`src/rtl/fifo_skew_scheduler_if.sv`:
```
// fifo_skew_scheduler_if
// Bundles the control and status signals of the skew scheduler.
//   master : drives start, k_len, fifo_empty; observes read, valid, busy, done, error
//   slave  : the scheduler itself (mirror of master)
// Parameters must match the ones given to the scheduler instance.
interface fifo_skew_scheduler_if #(
    parameter int NUM_FIFOS = 4,
    parameter int CNT_WIDTH = 5
);
    logic                 start;
    logic [CNT_WIDTH-1:0] k_len;
    logic [NUM_FIFOS-1:0] fifo_empty;
    logic [NUM_FIFOS-1:0] read;
    logic [NUM_FIFOS-1:0] valid;
    logic                 busy;
    logic                 done;
    logic                 error;

    modport master (
        output start, k_len, fifo_empty,
        input  read, valid, busy, done, error
    );

    modport slave (
        input  start, k_len, fifo_empty,
        output read, valid, busy, done, error
    );
endinterface

```
`src/rtl/fifo_skew_scheduler.sv`:
```
// fifo_skew_scheduler
// Drains NUM_FIFOS input FIFOs into a systolic array edge with a diagonal skew:
// lane i reads K words starting i cycles after lane 0. If any lane that needs
// data this cycle is empty, every lane holds so the diagonal stays intact.
// A run of TIMEOUT consecutive stalled cycles aborts with a sticky error.
// Ports:
//   clk   : rising-edge clock
//   reset : asynchronous active-high reset
//   bus   : slave modport carrying start/k_len/fifo_empty in and
//           read/valid/busy/done/error out
module fifo_skew_scheduler #(
    parameter int NUM_FIFOS = 4,
    parameter int CNT_WIDTH = 5,
    parameter int TIMEOUT   = 64
) (
    input  logic                 clk,
    input  logic                 reset,
    fifo_skew_scheduler_if.slave bus
);
    // Step counter is wide enough to reach K+NUM_FIFOS-2 without wrapping.
    localparam int TW = CNT_WIDTH + $clog2(NUM_FIFOS + 1) + 1;
    localparam int SW = $clog2(TIMEOUT + 1);

    localparam logic [1:0] S_IDLE = 2'd0;
    localparam logic [1:0] S_RUN  = 2'd1;
    localparam logic [1:0] S_DONE = 2'd2;

    logic [1:0]           r_state;
    logic [CNT_WIDTH-1:0] r_k;
    logic [TW-1:0]        r_t;
    logic [SW-1:0]        r_stallCnt;
    logic [NUM_FIFOS-1:0] r_valid;
    logic                 r_error;

    logic [NUM_FIFOS-1:0] w_need;
    logic [NUM_FIFOS-1:0] w_read;
    logic [TW-1:0]        w_lastT;
    logic                 w_run;
    logic                 w_stall;
    logic                 w_last;
    logic                 w_timeout;
    logic                 w_accept;

    // Lane i is active on the window i <= t < i+K of the wavefront.
    always_comb begin
        w_need = '0;
        for (int i = 0; i < NUM_FIFOS; i++) begin
            w_need[i] = (r_t >= TW'(i)) && (r_t < (TW'(i) + TW'(r_k)));
        end
    end

    assign w_run     = (r_state == S_RUN);
    assign w_stall   = w_run && ((w_need & bus.fifo_empty) != '0);
    assign w_read    = (w_run && !w_stall) ? w_need : '0;
    assign w_lastT   = TW'(r_k) + TW'(NUM_FIFOS) - TW'(2);
    assign w_last    = (r_t == w_lastT);
    // This stalled cycle is the TIMEOUT-th in a row.
    assign w_timeout = w_stall && (r_stallCnt == SW'(TIMEOUT - 1));
    assign w_accept  = bus.start && (bus.k_len != '0);

    assign bus.read  = w_read;
    assign bus.valid = r_valid;
    assign bus.busy  = (r_state != S_IDLE);
    assign bus.done  = (r_state == S_DONE);
    assign bus.error = r_error;

    always_ff @(posedge clk or posedge reset) begin
        if (reset) begin
            r_state    <= S_IDLE;
            r_k        <= '0;
            r_t        <= '0;
            r_stallCnt <= '0;
            r_valid    <= '0;
            r_error    <= 1'b0;
        end else begin
            r_valid <= w_read;
            case (r_state)
                S_IDLE: begin
                    if (w_accept) begin
                        r_k        <= bus.k_len;
                        r_t        <= '0;
                        r_stallCnt <= '0;
                        r_error    <= 1'b0;
                        r_state    <= S_RUN;
                    end
                end
                S_RUN: begin
                    if (w_stall) begin
                        if (w_timeout) begin
                            r_error <= 1'b1;
                            r_state <= S_IDLE;
                        end else begin
                            r_stallCnt <= r_stallCnt + SW'(1);
                        end
                    end else begin
                        r_stallCnt <= '0;
                        r_t        <= r_t + TW'(1);
                        if (w_last) begin
                            r_state <= S_DONE;
                        end
                    end
                end
                S_DONE: begin
                    r_state <= S_IDLE;
                end
                default: begin
                    r_state <= S_IDLE;
                end
            endcase
        end
    end
endmodule

```
`src/flat_wrapper.sv`:
```
// flat-port wrapper written by rule: the top's interface ports become plain ports
module fifo_skew_scheduler_flat 
#(
    parameter int NUM_FIFOS = 4,
    parameter int CNT_WIDTH = 5,
    parameter int TIMEOUT   = 64
)
  (clk, reset, bus_start, bus_k_len, bus_fifo_empty, bus_read, bus_valid, bus_busy, bus_done, bus_error);
  fifo_skew_scheduler_if #(.NUM_FIFOS(NUM_FIFOS), .CNT_WIDTH(CNT_WIDTH)) bus_i ();
  input  logic clk;
  input  logic reset;
  input wire logic [$bits(bus_i.start)-1:0] bus_start;
  input wire logic [$bits(bus_i.k_len)-1:0] bus_k_len;
  input wire logic [$bits(bus_i.fifo_empty)-1:0] bus_fifo_empty;
  output wire logic [$bits(bus_i.read)-1:0] bus_read;
  output wire logic [$bits(bus_i.valid)-1:0] bus_valid;
  output wire logic [$bits(bus_i.busy)-1:0] bus_busy;
  output wire logic [$bits(bus_i.done)-1:0] bus_done;
  output wire logic [$bits(bus_i.error)-1:0] bus_error;
  assign bus_i.start = bus_start;
  assign bus_i.k_len = bus_k_len;
  assign bus_i.fifo_empty = bus_fifo_empty;
  assign bus_read = bus_i.read;
  assign bus_valid = bus_i.valid;
  assign bus_busy = bus_i.busy;
  assign bus_done = bus_i.done;
  assign bus_error = bus_i.error;
  fifo_skew_scheduler #(.NUM_FIFOS(NUM_FIFOS), .CNT_WIDTH(CNT_WIDTH), .TIMEOUT(TIMEOUT)) u_core (.clk(clk), .reset(reset), .bus(bus_i));
endmodule
```
`config.mk`:
```
export PLATFORM = sky130hd
export DESIGN_NAME = fifo_skew_scheduler_flat
export DESIGN_NICKNAME = d
export VERILOG_FILES = /design/src/rtl/fifo_skew_scheduler_if.sv /design/src/rtl/fifo_skew_scheduler.sv /design/src/flat_wrapper.sv
export SDC_FILE = /design/constraint.sdc
export NUM_CORES = 1
export LEC_CHECK = 0
export ABC_AREA = 1
export CORE_MARGIN = 1.5
export CORE_UTILIZATION = 55
export CTS_BUF_LIST = sky130_fd_sc_hd__clkbuf_4 sky130_fd_sc_hd__clkbuf_8
export CTS_CLUSTER_SIZE = 24
export DETAILED_ROUTE_END_ITERATION = 6
export GPL_TIMING_DRIVEN = 0
export PLACE_DENSITY_LB_ADDON = 0.05
export RECOVER_POWER = 25
export SKIP_CTS_REPAIR_TIMING = 1
export SYNTH_ARGS = -nofsm -noshare
export SYNTH_HDL_FRONTEND = slang
export SYNTH_SLANG_ARGS = --single-unit
```
`constraint.sdc`:
```
create_clock -name clk -period 2.95 [get_ports clk]
set_clock_uncertainty 0.1 [all_clocks]
set_input_delay 0.4425 -clock clk [delete_from_list [all_inputs] [get_ports clk]]
set_output_delay 0.4425 -clock clk [all_outputs]
set_load 0.01 [all_outputs]
```
==> flow_metrics.tcl, run 1 <==
set metrics [dict create \
    status "finished with violations" \
    violations "negative setup slack" \
    slowest_delay_ns 0.44 \
    synth-async-reset-ratio_pct 100 \
    fmax_ghz 0.303 \
    synth_area_leaders "dfrtp_1 28%, ha_1 16%, nand2_1 14%" \
    fin_crit_ns 3.30 \
    synthesis.nets 395 \
    fin_ws_ns -0.355 \
    cts_tree "done" \
    num_rows 24 \
    finish.net_count 436 \
    gr-total-overflow 0 \
    ir_worst_vdd_mv 0.442 \
    finalCritPeriodShare_pct 112 \
    ys_ff_latch 28 \
    viasPerCell 5.15 \
    crit_path_max_fanout 5 \
    totalWireLength_mm 5.70 \
    setup_viol 4 \
    port_buffers 22 \
    ctsRootBufferMaster "clkbuf_8" \
    layout-drive-gt1-share_pct 18.9 \
    criticalPathCategory "register to primary output" \
    crit_buf_inv 5 \
    start_kind "register" \
    syn2layout_area_growth_pct 20.8 \
    synth_edf_count 0 \
    h-tree-depth 1 \
    powerDensity_mw_per_mm2 1020 \
    yosysTopAreaCell "dfrtp_1" \
    cts.sinks 28 \
    fp.dieW_um 70.6 \
    io_pins 23 \
    die-area_mm2 0.00499 \
    clk_pin_slew_ns 0.11 \
    synthCells 351 \
    postLayoutCoreUtil_pct 69.3 \
    yosys.area.top_type_share_pct 27.8 \
    avgSynthCellArea_um2 7.17 \
    hold_viol_final 0 \
    power.leakage_nw 1.63 \
    syn-cell-area_mm2 0.00252 \
    grt_pass1_vias 2199 \
    route.detailed.drc 0 \
    drv_slew 0 \
    cp_data_required_time_ns 2.41 \
    dp_hpwl_mm 4.32 \
    critical_path.top_delay_family "simple AND/OR/NAND/NOR gates" \
    slew_headroom_pct 30.2 \
    synth_common_cells "96 x nand2_1, 50 x inv_1, 37 x nor2_1" \
    yosysWarnings 0 \
    worst_ep_arrival_time_ns 2.76 \
    worstSkewPairLatency_ns 0.28 \
    wire_per_inst_um 12.9 \
    finalWeightedCongestion 0.854 \
    drtPass1Iterations 4 \
    grt_max_degree 29 \
    rsz0062_at_grt "true" \
    hold_path.class "register to register" \
    start_util_pct 57.4 \
    crit_chain "clkinvlp_4 > buf_6 > ha_4 > nand2_2 > nand2_2 > xor2_1 > ha_1 > nand2_1 > nor2_1 > nand2_1 > nand3_2 > nand2_1 > nand4_1 > nand2_2 > inv_2 > nand2_4 > nor2_4 > inv_4 > nor2_2 > buf_2" \
    ys_seq_area_share_pct 27.8 \
    cp_slowest_cell "dfrtp_2" \
    yosysUniqueCellTypes 32 \
    end_kind "primary output" \
    whs_ns 0.411 \
    numCtsBuffers 3 \
    core_area_mm2 0.00438 \
    cts_max_path_buffers 2 \
    final_antenna_net_count 0 \
    vias 2281 \
    synth.most_common_cell "nand2_1" \
    dieHeight_um 70.6 \
    initialDrtViolationCount 150 \
    synthFlopType "dfrtp_1" \
    grt_pass1_wl_mm 9.71 \
    setup-tns-final_ns -1.38 \
    track_usage_pct 24.2 \
    worst_slew_pin_slew_ns 1.05 \
    antenna_found_initial 0 \
    max-cap-violations 0 \
    n_antenna_cell 0 \
    fillCellCount 378 \
]
==> report_power, final <==
| group | total (mW) | internal (mW) | switching, mW |
|---|---|---|---|
| registers | 0.644 | 0.487 | 0.157 |
| clock network | 0.314 | 0.182 | 0.132 |
| logic | 2.15 | 0.893 | 1.26 |
==> layout make-up <==
| class | instances | area, um^2 | area share [%] |
|---|---|---|---|
| Timing Repair Buffer | 36 | 315 | 10.4 |
| Multi-Input combinational cell | 269 | 1650 | 54.3 |
| Buffer | 3 | 35.0 | 1.15 |
| Sequential cell | 28 | 706 | 23.2 |
| Inverter | 51 | 198 | 6.50 |
| Clock buffer | 3 | 41.3 | 1.36 |
| Clock inverter | 1 | 30.0 | 0.988 |
| Tap cell | 52 | 65.1 | 2.14 |
==> worst reg2reg max path: cells and delay by family, from the launching register on <==
kind	cells	cell delay, ns
AO/OA/AOI/OAI	1	0.10
XOR/XNOR	1	0.15
adder cells (fa/ha/maj)	2	0.43
buffers and inverters	2	0.31
flip-flops	1	0.44
AND/OR/NAND/NOR	12	1.11
==> placed cells by master, fill, tap and decap left out, types with 8 or more instances in the layout <==
cell              n
buf_4            13
clkdlybuf4s50_1  17
dfrtp_1          24
ha_1             30
inv_1            48
nand2_1          92
nand2_2          11
nand3_1          19
nor2_1           32
o21ai_0          16
xor2_1            8
==> state kept, by name, indices dropped and copies added (netlist names) <==
name / cells
u_core.bus.error: 1
u_core.r_k: 5
u_core.r_stallCnt: 7
u_core.bus.valid: 4
u_core.r_state: 2
u_core.r_t: 9
==> path summary, 6_finish.rpt <==
path | from | endpoint | slack, ns | cells past startpoint
max | u_core.r_k[1]$_DFFE_PP0P_ | bus_read[3] | -0.35 | 20
min | u_core.r_stallCnt[1]$_DFFE_PP0P_ | u_core.r_stallCnt[1]$_DFFE_PP0P_ | 0.41 | 2
max in group asynchronous | reset | u_core.r_k[3]$_DFFE_PP0P_ | 1.29 | 2
min reg2reg | u_core.r_stallCnt[1]$_DFFE_PP0P_ | u_core.r_stallCnt[1]$_DFFE_PP0P_ | 0.41 | 2
min in group asynchronous | reset | u_core.r_t[2]$_DFFE_PP0P_ | 0.74 | 2
max reg2reg | u_core.r_k[1]$_DFFE_PP0P_ | u_core.r_t[8]$_DFFE_PP0P_ | 0.20 | 18
==> layer usage <==
layer	global-route usage (%)	vias to the layer above	part of all wire (%)
li1	-	1201	-
met1	33.2	1024	48
met2	41.7	50	46
met3	3.28	6	4.8
met4	3.98	0	0.77
met5	0	-	0
==> cells by family (layout without fill, tap and decap cells) <==
kind of cell | Yosys count | count (layout) | share of synthesized area (%)
compound gates | 38 | 38 | 9.05
xor+xnor | 11 | 11 | 4.38
fa+ha+maj | 32 | 32 | 15.9
buf+inv | 54 | 94 | 9.00
flops | 28 | 28 | 27.8
simple gates | 188 | 188 | 33.8
==> stage by stage <==
stage	total power, mW	cells	setup slack, ns	cell area (um^2)
6_report	3.11	443	-0.355	3040
5_1_grt	3.42	443	-0.585	3040
4_1_cts	2.85	429	-1.02	2870
3_5_place_dp	2.52	425	-0.696	2800
3_3_place_gp	2.46	425	-0.657	2800
2_1_floorplan	2.04	351	0.256	2520
(Power assumes the default switching activity.)
==> run 2, diff against run 1 <==
- HOLD_SLACK_MARGIN: unset -> 0.05
==> results of run 2 <==
Final layout, timing and power as in run 1 (identical DEF).
